## src/rtl/branch_redirect_unit.sv

```systemverilog
// Branch/jump resolution to registered PC redirect and pipeline squash.
// Holds the redirect across stalls and keeps saturating branch statistics.
module branch_redirect_unit #(
   parameter int ADDR_W = 32,
   parameter int CNT_W  = 16
) (
   input  logic              clk,
   input  logic              reset,
   input  logic              stall_in,
   input  logic              ex_valid,
   input  logic              ex_branch,
   input  logic              conditionalS,
   input  logic              ex_jal,
   input  logic              ex_jalr,
   input  logic [ADDR_W-1:0] ex_pc,
   input  logic [ADDR_W-1:0] ex_imm,
   input  logic [ADDR_W-1:0] ex_rs1,
   output logic              pc_sel,
   output logic [ADDR_W-1:0] target_pc,
   output logic              flush_ifid,
   output logic              flush_idex,
   output logic              flush_exmem,
   output logic              misalign_exc,
   output logic [CNT_W-1:0]  branch_cnt,
   output logic [CNT_W-1:0]  taken_cnt
);

   typedef enum logic {IDLE, REDIRECT} state_t;

   state_t            state;
   state_t            next_state;
   logic              sample;
   logic              take;
   logic              cond_taken;
   logic              misalign;
   logic [ADDR_W-1:0] rel_sum;
   logic [ADDR_W-1:0] jalr_sum;
   logic [ADDR_W-1:0] target;

   localparam logic [CNT_W-1:0] CNT_MAX = '1;

   // Resolve the EX instruction: target select (JALR > JAL > branch) and take decision.
   always_comb begin
      rel_sum    = ex_pc + ex_imm;
      jalr_sum   = ex_rs1 + ex_imm;
      target     = rel_sum;
      if (ex_jalr) begin
         target = {jalr_sum[ADDR_W-1:1], 1'b0};
      end
      sample     = (state == IDLE) && !stall_in && ex_valid;
      cond_taken = ex_branch && conditionalS;
      take       = cond_taken || ex_jal || ex_jalr;
      misalign   = target[1];
   end

   // Next-state logic: redirect on an aligned taken resolution, hold while stalled.
   always_comb begin
      next_state = state;
      unique case (state)
         IDLE: begin
            if (sample && take && !misalign) begin
               next_state = REDIRECT;
            end
         end
         REDIRECT: begin
            if (!stall_in) begin
               next_state = IDLE;
            end
         end
         default: next_state = IDLE;
      endcase
   end

   // State register.
   always_ff @(posedge clk) begin
      if (reset) begin
         state <= IDLE;
      end else begin
         state <= next_state;
      end
   end

   // Registered redirect, squash, exception pulse and latched target.
   always_ff @(posedge clk) begin
      if (reset) begin
         pc_sel       <= 1'b0;
         flush_ifid   <= 1'b0;
         flush_idex   <= 1'b0;
         flush_exmem  <= 1'b0;
         misalign_exc <= 1'b0;
         target_pc    <= '0;
      end else begin
         pc_sel       <= (next_state == REDIRECT);
         flush_ifid   <= (next_state == REDIRECT);
         flush_idex   <= (next_state == REDIRECT);
         flush_exmem  <= (next_state == REDIRECT);
         misalign_exc <= sample && take && misalign;
         if (sample && take) begin
            target_pc <= target;
         end
      end
   end

   // Saturating statistics, stepped only on sampled resolutions.
   always_ff @(posedge clk) begin
      if (reset) begin
         branch_cnt <= '0;
         taken_cnt  <= '0;
      end else if (sample) begin
         if (ex_branch && branch_cnt != CNT_MAX) begin
            branch_cnt <= branch_cnt + 1'b1;
         end
         if (cond_taken && taken_cnt != CNT_MAX) begin
            taken_cnt <= taken_cnt + 1'b1;
         end
      end
   end

endmodule

```

## config.mk

```make
export PLATFORM = sky130hd
export DESIGN_NAME = branch_redirect_unit
export DESIGN_NICKNAME = d
export VERILOG_FILES = /design/src/rtl/branch_redirect_unit.sv
export SDC_FILE = /design/constraint.sdc
export NUM_CORES = 1
export LEC_CHECK = 0
export CAP_MARGIN = 5
export CELL_PAD_IN_SITES_DETAIL_PLACEMENT = 1
export CELL_PAD_IN_SITES_GLOBAL_PLACEMENT = 1
export CORE_ASPECT_RATIO = 0.5
export CORE_MARGIN = 4
export CORE_UTILIZATION = 30
export DETAILED_ROUTE_END_ITERATION = 16
export PLACE_DENSITY = 0.84
export SLEW_MARGIN = 40
export SYNTH_ARGS = -nofsm -noshare
export SYNTH_HDL_FRONTEND = slang
export SYNTH_SLANG_ARGS = --single-unit
```

## constraint.sdc

```tcl
create_clock -name clk -period 5.1 [get_ports clk]
set_clock_uncertainty 0.05 [all_clocks]
set_input_delay 0.51 -clock clk [delete_from_list [all_inputs] [get_ports clk]]
set_output_delay 0.51 -clock clk [all_outputs]
set_load 0.02 [all_outputs]
```

* After elaboration in Yosys (flattened, before gate mapping)
Index checks and enable logic that the tools add are counted.
Storage, ports and cells: memories kept 0, ROM bits 0, word-level logic and storage cells 30, bits in latches 0, register bits after elaboration 66, bits of input ports 104, output and inout bits 69, memory bits (writable) 0
Operators by class: divide/modulo/power cells 0, multipliers 0, magnitude comparators 0, eq/ne operators 2, bitwise logic cells 1, mux-type cells 4, reduce and logical (&&, ||, !) cells 14, add/sub/neg operators 4, shift operators 0
Operators with widths (number):
- adder 32 bit | 2
- adder 16 x 1 -> 16 bit, second input constant | 2
- two-way mux 32 bit | 1
- != test 16 bit, second input constant | 2
- logical AND 1 bit | 8
- AND reduction 2 bit | 2
- logical NOT 1 bit | 2
- logical OR 1 bit | 2
- two-way mux 1 bit | 2
- case mux 1 bit (2 select lines) | 1
- NOT 1 bit | 1

* Logic depth before layout (Yosys ltp)
Gate-level depths: netlist (run 1).
depth in word-level cells 7, depth in mapped cells 11, depth with buffers taken out 11

* Worst setup path after synthesis (run 1)
OpenSTA, ideal clock, no wires.
path type input -> register, start in ex_imm[0], end reg target_pc[24], arrival 2714 ps, path buffers 0, setup slack 2251 ps, cell stages on the path 11, data required time 4964 ps, setup time 86 ps, path through and2_1 fa_1 a21o_1 a21oi_1 o21bai_1 o21a_1 o2111ai_1 o31ai_1 a21o_1 mux2_1 a211oi_1
Between the ends: word-level cells in the longest chain between the ends 2, elaborated cells between the ends (all ways) 3, those cells by class 2 x add/sub; 1 x mux
Ends and longest elaborated chain:
- start: declaration | RTL line 16 | input logic [ADDR_W-1:0] ex_imm,
- adder 32 bit (on tied branches) | RTL line 44, 45
- two-way mux 32 bit * | RTL line 47 | if (ex_jalr) begin
- end signal: assignment | RTL line 99 | target_pc <= target;
- end: declaration | RTL line 19 | output logic [ADDR_W-1:0] target_pc,
Mark *: on every way between the ends. The rest lies on a longest branch, timed or not. A chain may end at the register's enable or synchronous reset.

* Worst setup path in the final report (run 1)
start in ex_imm[0], end reg target_pc[28]
Same word-level chain as after synthesis.

==> results of run 1 <==
[registers in the layout (all words and copies together) (netlist names)]
register      cells
branch_cnt       16
flush_exmem       1
misalign_exc      1
taken_cnt        16
target_pc        32
[how the worst max path moves through the flow]
| stage | end | cells past startpoint | slack [ns] | startpoint |
|---|---|---|---|---|
| after CTS | target_pc[28] | 12 | 1.62 | ex_imm[0] |
| after global placement | target_pc[28] | 12 | 1.40 | ex_imm[0] |
| final | target_pc[28] | 12 | 1.59 | ex_imm[0] |
| after detailed placement | target_pc[28] | 12 | 1.31 | ex_imm[0] |
| after floorplan | target_pc[24] | 11 | 2.25 | ex_imm[0] |
| after global routing | target_pc[23] | 11 | 1.38 | ex_imm[1] |
[per-layer routing]
| metal | up-vias | global-route usage | routed length (um) |
|---|---|---|---|
| met2 | 146 | 0.336 | 11000 |
| met3 | 34 | 0.0287 | 714 |
| met1 | 3153 | 0.237 | 9820 |
| met5 | - | 0 | 0 |
| met4 | 0 | 0.0512 | 476 |
| li1 | 3161 | - | - |
[cell type report]
class / count / area, sq um / share of cell area
well taps: 266 / 333 / 0.0403
multi-input cells: 669 / 4530 / 0.548
clock inverters: 7 / 77.6 / 0.00940
repair buffers: 176 / 1750 / 0.212
clock buffers: 9 / 225 / 0.0273
flip-flops and latches: 66 / 1320 / 0.160
inverters: 7 / 26.3 / 0.00318
[cell usage after synthesis, types with 5 or more instances]
master,number
nand3_1,18
nand4_1,7
clkbuf_1,24
nor2_1,88
inv_1,7
dfxtp_1,66
or3_1,11
o21a_1,7
o21ai_1,8
and3_1,15
nand2_1,71
o21bai_1,5
a21o_1,37
a21boi_0,5
nand2b_1,5
a211oi_1,17
nor3_1,14
o211ai_1,8
a21oi_1,77
o21ai_0,48
and2_1,5
mux2i_1,6
a31oi_1,12
xnor2_1,34
xor2_1,39
buf_4,6
ha_1,63
[per-stage QoR]
| stage | area [sq um] | worst slack (ns) |
|---|---|---|
| finish | 8260 | 1.59 |
| global route | 8260 | 1.38 |
| CTS | 8260 | 1.62 |
| detailed placement | 7950 | 1.31 |
| global placement | 7950 | 1.40 |
| floorplan | 6060 | 2.25 |
[power by group through the flow]
stage / Combinational [mW] / Sequential [mW] / Clock [mW]
2_1_floorplan: 0.421 / 0.585 / 0
3_3_place_gp: 0.679 / 0.562 / 0
3_5_place_dp: 0.698 / 0.562 / 0
4_1_cts: 0.706 / 0.551 / 0.655
5_1_grt: 0.774 / 0.553 / 0.677
6_report: 0.711 / 0.551 / 0.645
[critical path, cell delays in order]
cell             delay [ns]
clkdlybuf4s50_1        0.44
ha_1                   0.24
fa_1                   0.42
a21o_1                 0.23
o2111ai_1              0.14
a21oi_1                0.16
o311ai_1               0.39
nand3_1                0.20
a31oi_1                0.43
o31ai_1                0.15
xnor2_1                0.15
a211oi_1               0.24
[logic make-up (layout without fill, tap and decap cells)]
group / Yosys count / count (layout) / share of synthesized area
and+or+nand+nor: 254 / 254 / 0.196
AOI/OAI and AO/OA: 269 / 269 / 0.295
DFF: 66 / 66 / 0.218
xor gates and xnor gates: 73 / 73 / 0.106
muxes: 8 / 8 / 0.0136
adders and majority gates: 65 / 65 / 0.137
buffers and inverters: 42 / 199 / 0.0347
[cell usage in the layout, fill, tap and decap left out, types with 8 or more instances in the layout]
| cell | instances |
|---|---|
| clkdlybuf4s50_1 | 171 |
| nor2_1 | 87 |
| a21oi_1 | 77 |
| nand2_1 | 71 |
| dfxtp_1 | 66 |
| ha_1 | 63 |
| o21ai_0 | 48 |
| xor2_1 | 39 |
| a21o_1 | 37 |
| xnor2_1 | 34 |
| nand3_1 | 18 |
| a211oi_1 | 17 |
| and3_1 | 15 |
| nor3_1 | 14 |
| a31oi_1 | 12 |
| or3_1 | 11 |
| clkbuf_16 | 9 |
| o211ai_1 | 8 |
| o21ai_1 | 8 |
==> results by group, run 1 <==
Place
  • Final HPWL DP: 17,700 um
  • RD Place Congestion: 0.881
  • Cell count after placement: 1,184
  • Port Buffers: 172

Route
  • Routed Antenna Nets: 0
  • First drt pass iteration count: 5
  • Average wire per cell in the routed design: 18.3 um
  • DRT iter0 DRCs: 416
  • Final wirelength: 22,000 um
  • DR vias/cell: 5.41
  • DRC violations left: 0
  • Routed via count: 6,494

Layout
  • Non-Filler Instances: 1,200
  • P&R area growth vs syn: 36.3%
  • Filler Cells Inserted: 2,422
  • Antenna diodes: 0
  • Share of cells above drive strength 1: 0.0450
  • Core Util, Final: 0.420
  • Nets: 1,098

Power and ir drop
  • Leakage: 3.28 nW
  • Cell Int Power: 1.24 mW
  • VDD IR-drop max: 0.000166 V
  • Psw: 668 uW
  • Total power: 1.91 mW
  • Combinational power share: 0.373
  • Reg power frac: 0.289
  • Total power per unit cell area: 231 nW/um^2
  • Clock share of power: 0.338
  • Sw Share: 0.350

Synth
  • Sequential-to-total area share from yosys stat: 0.218
  • Top cell type's share of synthesized area: 0.218
  • Synth warn: 0
  • Synth Instances: 777
  • Avg Cell Area, Syn: 7.79 sq um
  • FF+latch count, synth: 66
  • Synthesized Nets: 946
  • EDFF count, synth: 0
  • Synth cell types: 73
  • Post-synth ARST share: 0
  • Most area-consuming cells after synthesis: dfxtp_1 (22%), ha_1 (13%), a21oi_1 (6.4%)
  • Yosys top cell by area: dfxtp_1
  • Synthesized area: 6060 sq um
  • Top_reg_cell synth: dfxtp_1

CTS
  • Clk_lat worst skew: 0.33 ns
  • CTS Root Cell: clkbuf_16
  • Htree depth: 3
  • CTS buffer count: 9
  • Post-CTS Setup Bufs: 0
  • Clock Sinks: 66
  • Post-CTS resize count: 0
  • CTS tree: built
  • Post-cts hold buffer count: 0
  • Clock Tree Buf Depth: 2
  • Worst-path clk slew: 0.06 ns

Global routing
  • Pin count of the biggest net entering global routing: 49
  • Vias in the first global route: 6,749
  • Global-route wire length before repair: 35,000 um
  • Antenna violations before repair: 0
  • Remaining global-route overflow: 0
  • GRT Util Overall: 0.187

Critical path
  • CP Capture Type: register
  • Crit start category: primary input
  • Worst reg2reg path depth: 9
  • Reg2reg end: branch_cnt[7]
  • Crit Path Category: primary input to register
  • CP arrival: 3.71 ns
  • Req. time, crit path: 5.29 ns
  • RR Startpoint: branch_cnt[6]
  • Max FO, Critical Path: 3
  • Worst reg-to-reg setup slack: 2.56 ns

Floorplan
  • Top Ports: 173
  • Starting Density: 0.308
  • Total core area: 19,600 sq um
  • Die Width: 209 um
  • # rows: 36
  • Die Y: 108 um
  • Die footprint: 22,700 sq um

Timing
  • Fmax: 285 MHz
  • Slew headroom: 0.531
  • Worst hold slack: 0.413 ns
  • Final hold violations: 0
  • Pin slew with the least headroom to its limit: 0.702 ns
  • Setup TNS: 0 ns
  • Tcrit/Tclk final: 0.689
  • Final Critical Period: 3.51 ns
  • Count of final setup violators: 0
  • RSZ-0062 raised after global routing: false
  • Pins Over Slew Limit: 0

Worst hold path
  • Hold path cells: 2
  • Hold Path Origin: target_pc[6]
  • Hold path endpoint: target_pc[6]
  • Worst Hold Class: register to register

Flow run
  • Max_cap viols: 0

Run status
  • Status: completed
Note: power is estimated with default switching activity, not from simulation.
==> run 2, diff against run 1 <==
==> constraint.sdc (replaced) <==
create_clock -name clk -period 3.25 [get_ports clk]
set_clock_uncertainty 0.05 [all_clocks]
set_input_delay 0.325 -clock clk [delete_from_list [all_inputs] [get_ports clk]]
set_output_delay 0.325 -clock clk [all_outputs]
set_load 0.02 [all_outputs]
==> run 2 against run 1 <==
Net effect: global-route usage increased by 0.46 points; non-clock buffer count increased by 55; combinational power increased by 70%; sequential cell count unchanged; sequential share of layout area decreased by 0.82 points; clock-buffer cell count unchanged; via count increased by 3.5%; core utilization increased by 2.3 points; hold slack improved by 0.0021 ns.
==> results by group, run 2 (synthesized netlist as in run 1, its figures left out) <==
Critical path
  • Req. time, crit path: 3.43 ns
  • RR Startpoint: branch_cnt[7]
  • Start point of the critical path: ex_imm[2]
  • Slowest CP cell: a2111oi_1
  • Critical path's top delay family: compound AO/OA/AOI/OAI gates
  • Crit path cell chain: clkdlybuf4s50_1 -> ha_1 -> a21oi_1 -> a2111oi_1 -> buf_4 -> o21bai_2 -> a211oi_2 -> o211ai_1 -> o21ai_1 -> xor2_1 -> o21ai_0 -> a211oi_1
  • Largest stage delay, worst path: 0.48 ns
  • CP Capture Type: register
  • CP arrival: 3.33 ns
  • Crit Path Category: primary input to register
  • Buf+Inv Stages, Crit Path: 2
  • Crit start category: primary input
  • Max FO, Critical Path: 4

Layout
  • Largest regs: target_pc x32, branch_cnt x16, taken_cnt x16
  • Antenna diodes: 0
  • Nets: 1,153
  • Most frequent cells in the layout: clkdlybuf4s50_1 (171), nor2_1 (88), a21oi_1 (76)
  • Filler Cells Inserted: 2,405
  • Storage cell area: 1320 sq um
  • Core Util, Final: 0.443
  • Commonest non-fill, non-tap cell in the layout: clkdlybuf4s50_1
  • Max FFs per register: 32
  • P&R area growth vs syn: 43.7%
  • Largest Register: target_pc
  • Share of cells above drive strength 1: 0.102
  • Multi-input combinational cell area: 4550 sq um

Floorplan
  • # rows: 36
  • Starting Density: 0.308
  • Die Width: 209 um
  • Die Y: 108 um
  • Total core area: 19,600 sq um
  • Top Ports: 173
  • Die footprint: 22,700 sq um

Global routing
  • Pin count of the biggest net entering global routing: 46
  • Global-route wire length before repair: 35,900 um
  • Remaining global-route overflow: 0
  • Vias in the first global route: 7,141
  • Antenna violations before repair: 0
  • GRT Util Overall: 0.192

Timing
  • Pin slew with the least headroom to its limit: 0.606 ns
  • Tcrit/Tclk final: 0.969
  • Fmax: 318 MHz
  • Setup TNS: 0 ns
  • Count of final setup violators: 0
  • Pins Over Slew Limit: 0
  • Worst hold slack: 0.415 ns
  • Slew headroom: 0.593
  • RSZ-0062 raised after global routing: false
  • Final Critical Period: 3.15 ns
  • Final hold violations: 0

CTS
  • CTS buffer count: 9
  • Clock Tree Buf Depth: 2
  • Clk_lat worst skew: 0.33 ns
  • Worst-path clk slew: 0.06 ns
  • CTS Root Cell: clkbuf_16
  • CTS tree: built
  • Clock Sinks: 66
  • Post-cts hold buffer count: 0
  • Htree depth: 3

Worst hold path
  • Hold Path Origin: target_pc[0]
  • Worst Hold Class: register to register

Place
  • Port Buffers: 172
  • RD Place Congestion: 0.880
  • Final HPWL DP: 18,700 um

Power and ir drop
  • VDD IR-drop max: 0.000263 V
  • Leakage: 3.54 nW
  • Total power per unit cell area: 355 nW/um^2
  • Total power: 3.09 mW

Route
  • First drt pass iteration count: 4
  • Final wirelength: 22,900 um
  • Routed via count: 6,724
  • DR vias/cell: 5.36
  • DRC violations left: 0
  • Routed Antenna Nets: 0
  • DRT iter0 DRCs: 307
  • Average wire per cell in the routed design: 18.2 um

Run status
  • Status: completed

Flow run
  • Max_cap viols: 0
-- run 2: area by class of cell --
class,instances,area share
repair buffers,231,0.250
multi-input cells,669,0.523
flip-flops and latches,66,0.152
clock buffers,9,0.0259
inverters,7,0.00302
clock inverters,7,0.00877
well taps,266,0.0383
-- run 2: routing by layer --
| layer | vias up | routed length, um | global-route usage |
|---|---|---|---|
| met3 | 44 | 792 | 0.0252 |
| met2 | 140 | 11500 | 0.355 |
| met4 | 0 | 658 | 0.0647 |
| li1 | 3278 | - | - |
| met5 | - | 0 | 0 |
| met1 | 3262 | 9860 | 0.233 |
-- run 2: through the flow --
| stage | instance area [sq um] | setup WS [ns] | std cells |
|---|---|---|---|
| after global placement | 8370 | -0.196 | 1238 |
| after CTS | 8670 | 0.0187 | 1254 |
| after floorplan | 6060 | 0.586 | 777 |
| after detailed placement | 8370 | -0.297 | 1238 |
| final | 8700 | 0.102 | 1255 |
| after global routing | 8700 | 0.00124 | 1255 |
-- run 2: final timing paths --
| path | slack [ns] | endpoint | cells past startpoint |
|---|---|---|---|
| worst max-delay path | 0.10 | target_pc[25] | 12 |
| worst min-delay path | 0.42 | target_pc[0] | 2 |
| worst max register to register | 0.71 | branch_cnt[7] | 9 |
| worst min register to register | 0.42 | target_pc[0] | 2 |
-- run 2: tightest hold or removal path, stage by stage, from the launching register on --
cell and delay (ns):
dfxtp_1 0.31, nand2_1 0.06, a21oi_1 0.05
-- run 2: timing repair --
action / CTS / global route
resized for setup: 0 / 5
endpoints found under the setup margin: 0 / 4
buffers inserted: 0 / 1
-- run 2: report_power, final --
part / internal, mW / leakage [nW] / total [mW] / switching (mW)
Combinational: 0.572 / 2.86 / 1.21 / 0.636
Clock: 0.600 / 0.142 / 1.02 / 0.416
Sequential: 0.842 / 0.537 / 0.866 / 0.0240
==> run 3, diff against run 2 <==
--- a/config.mk
+++ b/config.mk
@@ -13,6 +13,7 @@
 export CORE_UTILIZATION = 30
 export DETAILED_ROUTE_END_ITERATION = 16
 export PLACE_DENSITY = 0.84
+export REMOVE_ABC_BUFFERS = 1
 export SLEW_MARGIN = 40
 export SYNTH_ARGS = -nofsm -noshare
 export SYNTH_HDL_FRONTEND = slang
==> constraint.sdc (replaced) <==
create_clock -name clk -period 3.2 [get_ports clk]
set_clock_uncertainty 0.05 [all_clocks]
set_input_delay 0.32 -clock clk [delete_from_list [all_inputs] [get_ports clk]]
set_output_delay 0.32 -clock clk [all_outputs]
set_load 0.02 [all_outputs]
==> run 3 against run 2 <==
Net effect: cell area rose by 1.7%; hold slack barely moved; worst setup slack got worse by 0.0095 ns; first-iteration DRC count rose by 5.2%; cell count rose by 1.5%; critical path type unchanged; critical endpoint is now target_pc[24]; largest cell class unchanged.
==> results by group, run 3 (synthesized netlist as in run 1, its figures left out) <==
CTS
  • CTS buffer count: 9
  • Clk_lat worst skew: 0.33 ns
  • Clock Tree Buf Depth: 2
  • Post-cts hold buffer count: 0
  • Worst-path clk slew: 0.06 ns
  • Htree depth: 3
  • CTS Root Cell: clkbuf_16
  • Clock Sinks: 66
  • CTS tree: built

Flow run
  • Max_cap viols: 0

Global routing
  • GRT Util Overall: 0.203
  • Vias in the first global route: 7,337
  • Antenna violations before repair: 0
  • Remaining global-route overflow: 0
  • Pin count of the biggest net entering global routing: 47
  • Global-route wire length before repair: 37,500 um

Timing
  • Final Critical Period: 3.11 ns
  • Tcrit/Tclk final: 0.971
  • Final hold violations: 0
  • RSZ-0062 raised after global routing: true
  • Fmax: 322 MHz
  • Slew headroom: 0.551
  • Count of final setup violators: 0
  • Pin slew with the least headroom to its limit: 0.674 ns
  • Pins Over Slew Limit: 0

Layout
  • Share of cells above drive strength 1: 0.124
  • Most frequent cells in the layout: clkdlybuf4s50_1 (170), nor2_1 (88), buf_4 (78)
  • Filler Cells Inserted: 2,377
  • Multi-input combinational cell area: 4560 sq um
  • Nets: 1,172
  • Commonest non-fill, non-tap cell in the layout: clkdlybuf4s50_1
  • Non-Filler Instances: 1,274
  • Max FFs per register: 32
  • P&R area growth vs syn: 46.1%
  • Antenna diodes: 0
  • Largest regs: target_pc x32, branch_cnt x16, taken_cnt x16
  • Storage cell area: 1320 sq um
  • Largest Register: target_pc

Route
  • DRT iter0 DRCs: 323
  • Average wire per cell in the routed design: 18.4 um
  • DR vias/cell: 5.36
  • Routed Antenna Nets: 0
  • DRC violations left: 0
  • Final wirelength: 23,500 um
  • First drt pass iteration count: 5
  • Routed via count: 6,833

Critical path
  • CP arrival: 3.30 ns
  • Crit Path Category: primary input to register
  • RR Startpoint: taken_cnt[8]
  • CP Capture Type: register
  • Crit start category: primary input
  • Worst reg2reg path depth: 9
  • Req. time, crit path: 3.39 ns
  • Reg2reg end: taken_cnt[9]
  • Max FO, Critical Path: 5
  • Worst reg-to-reg setup slack: 0.81 ns

Place
  • RD Place Congestion: 0.922
  • Final HPWL DP: 19,200 um
  • Cell count after placement: 1,257
  • Port Buffers: 172

Worst hold path
  • Hold path cells: 2
  • Hold Path Origin: target_pc[0]
  • Worst Hold Class: register to register
  • Hold path endpoint: target_pc[0]

Floorplan
  • Die footprint: 22,700 sq um
  • Starting Density: 0.308
  • Die Y: 108 um
  • Total core area: 19,600 sq um
  • Top Ports: 173
  • Die Width: 209 um
  • # rows: 36

Power and ir drop
  • Leakage: 3.64 nW
  • Total power: 3.19 mW
  • VDD IR-drop max: 0.000276 V
  • Total power per unit cell area: 361 nW/um^2

Run status
  • Status: completed
[run 3: through the flow]
stage | TNS [ns] | setup WS (ns) | instance area (sq um) | hold WS [ns] | util
detailed placement | -2.47 | -0.361 | 8500 | 0.413 | 0.433
finish | 0 | 0.0924 | 8850 | 0.416 | 0.451
floorplan | 0 | 0.541 | 5870 | 0.339 | -
global placement | -1.16 | -0.195 | 8500 | 0.395 | 0.433
CTS | 0 | 0.0635 | 8820 | 0.422 | 0.449
global route | -0.00742 | -0.00742 | 8850 | 0.448 | 0.451
[run 3: worst max path at each step]
stage               startpoint       endpoint  cells past startpoint
floorplan            ex_imm[0]  target_pc[24]                     11
global placement     ex_imm[1]  target_pc[23]                     12
detailed placement   ex_imm[0]  target_pc[24]                     12
CTS                  ex_imm[0]  target_pc[24]                     12
global route         ex_imm[1]  target_pc[24]                     13
finish               ex_imm[0]  target_pc[24]                     12
[run 3: metal layers]
| layer | vias to the layer above | part of all wire | GRT usage |
|---|---|---|---|
| li1 | 3329 | - | - |
| met1 | 3336 | 0.45 | 0.255 |
| met2 | 143 | 0.49 | 0.371 |
| met3 | 25 | 0.040 | 0.0299 |
| met4 | 0 | 0.015 | 0.0456 |
| met5 | - | 0 | 0 |
[run 3: power breakdown]
group	switching, mW	leakage (nW)	internal (mW)	total, mW
registers	0.0250	0.537	0.855	0.880
clock network	0.433	0.149	0.618	1.05
logic	0.656	2.96	0.606	1.26
total	1.11	3.64	2.08	3.19
[run 3: cell type report]
type                       count  share of cell area
clock buffer                   9              0.0255
timing repair buffer         250               0.260
inverter                       7             0.00297
tap                          266              0.0376
multi-input combinational    669               0.516
clock inverter                 7             0.00947
sequential                    66               0.149
[run 3: worst max-delay path: stages]
cell and delay, ns:
clkdlybuf4s50_1 0.46, and2_1 0.19, fa_1 0.40, a21o_1 0.23, a21oi_2 0.17, o21bai_1 0.14
o21a_2 0.27, o2111ai_2 0.27, o31ai_1 0.15, a21o_1 0.21, mux2_1 0.30, a211oi_1 0.19
[run 3: timing repair]
action	4_1_cts	5_1_grt
gates cloned	0	0
endpoints found under the setup margin	1	10
pin swaps	0	2
resized for setup	1	6
setup buffers	0	1
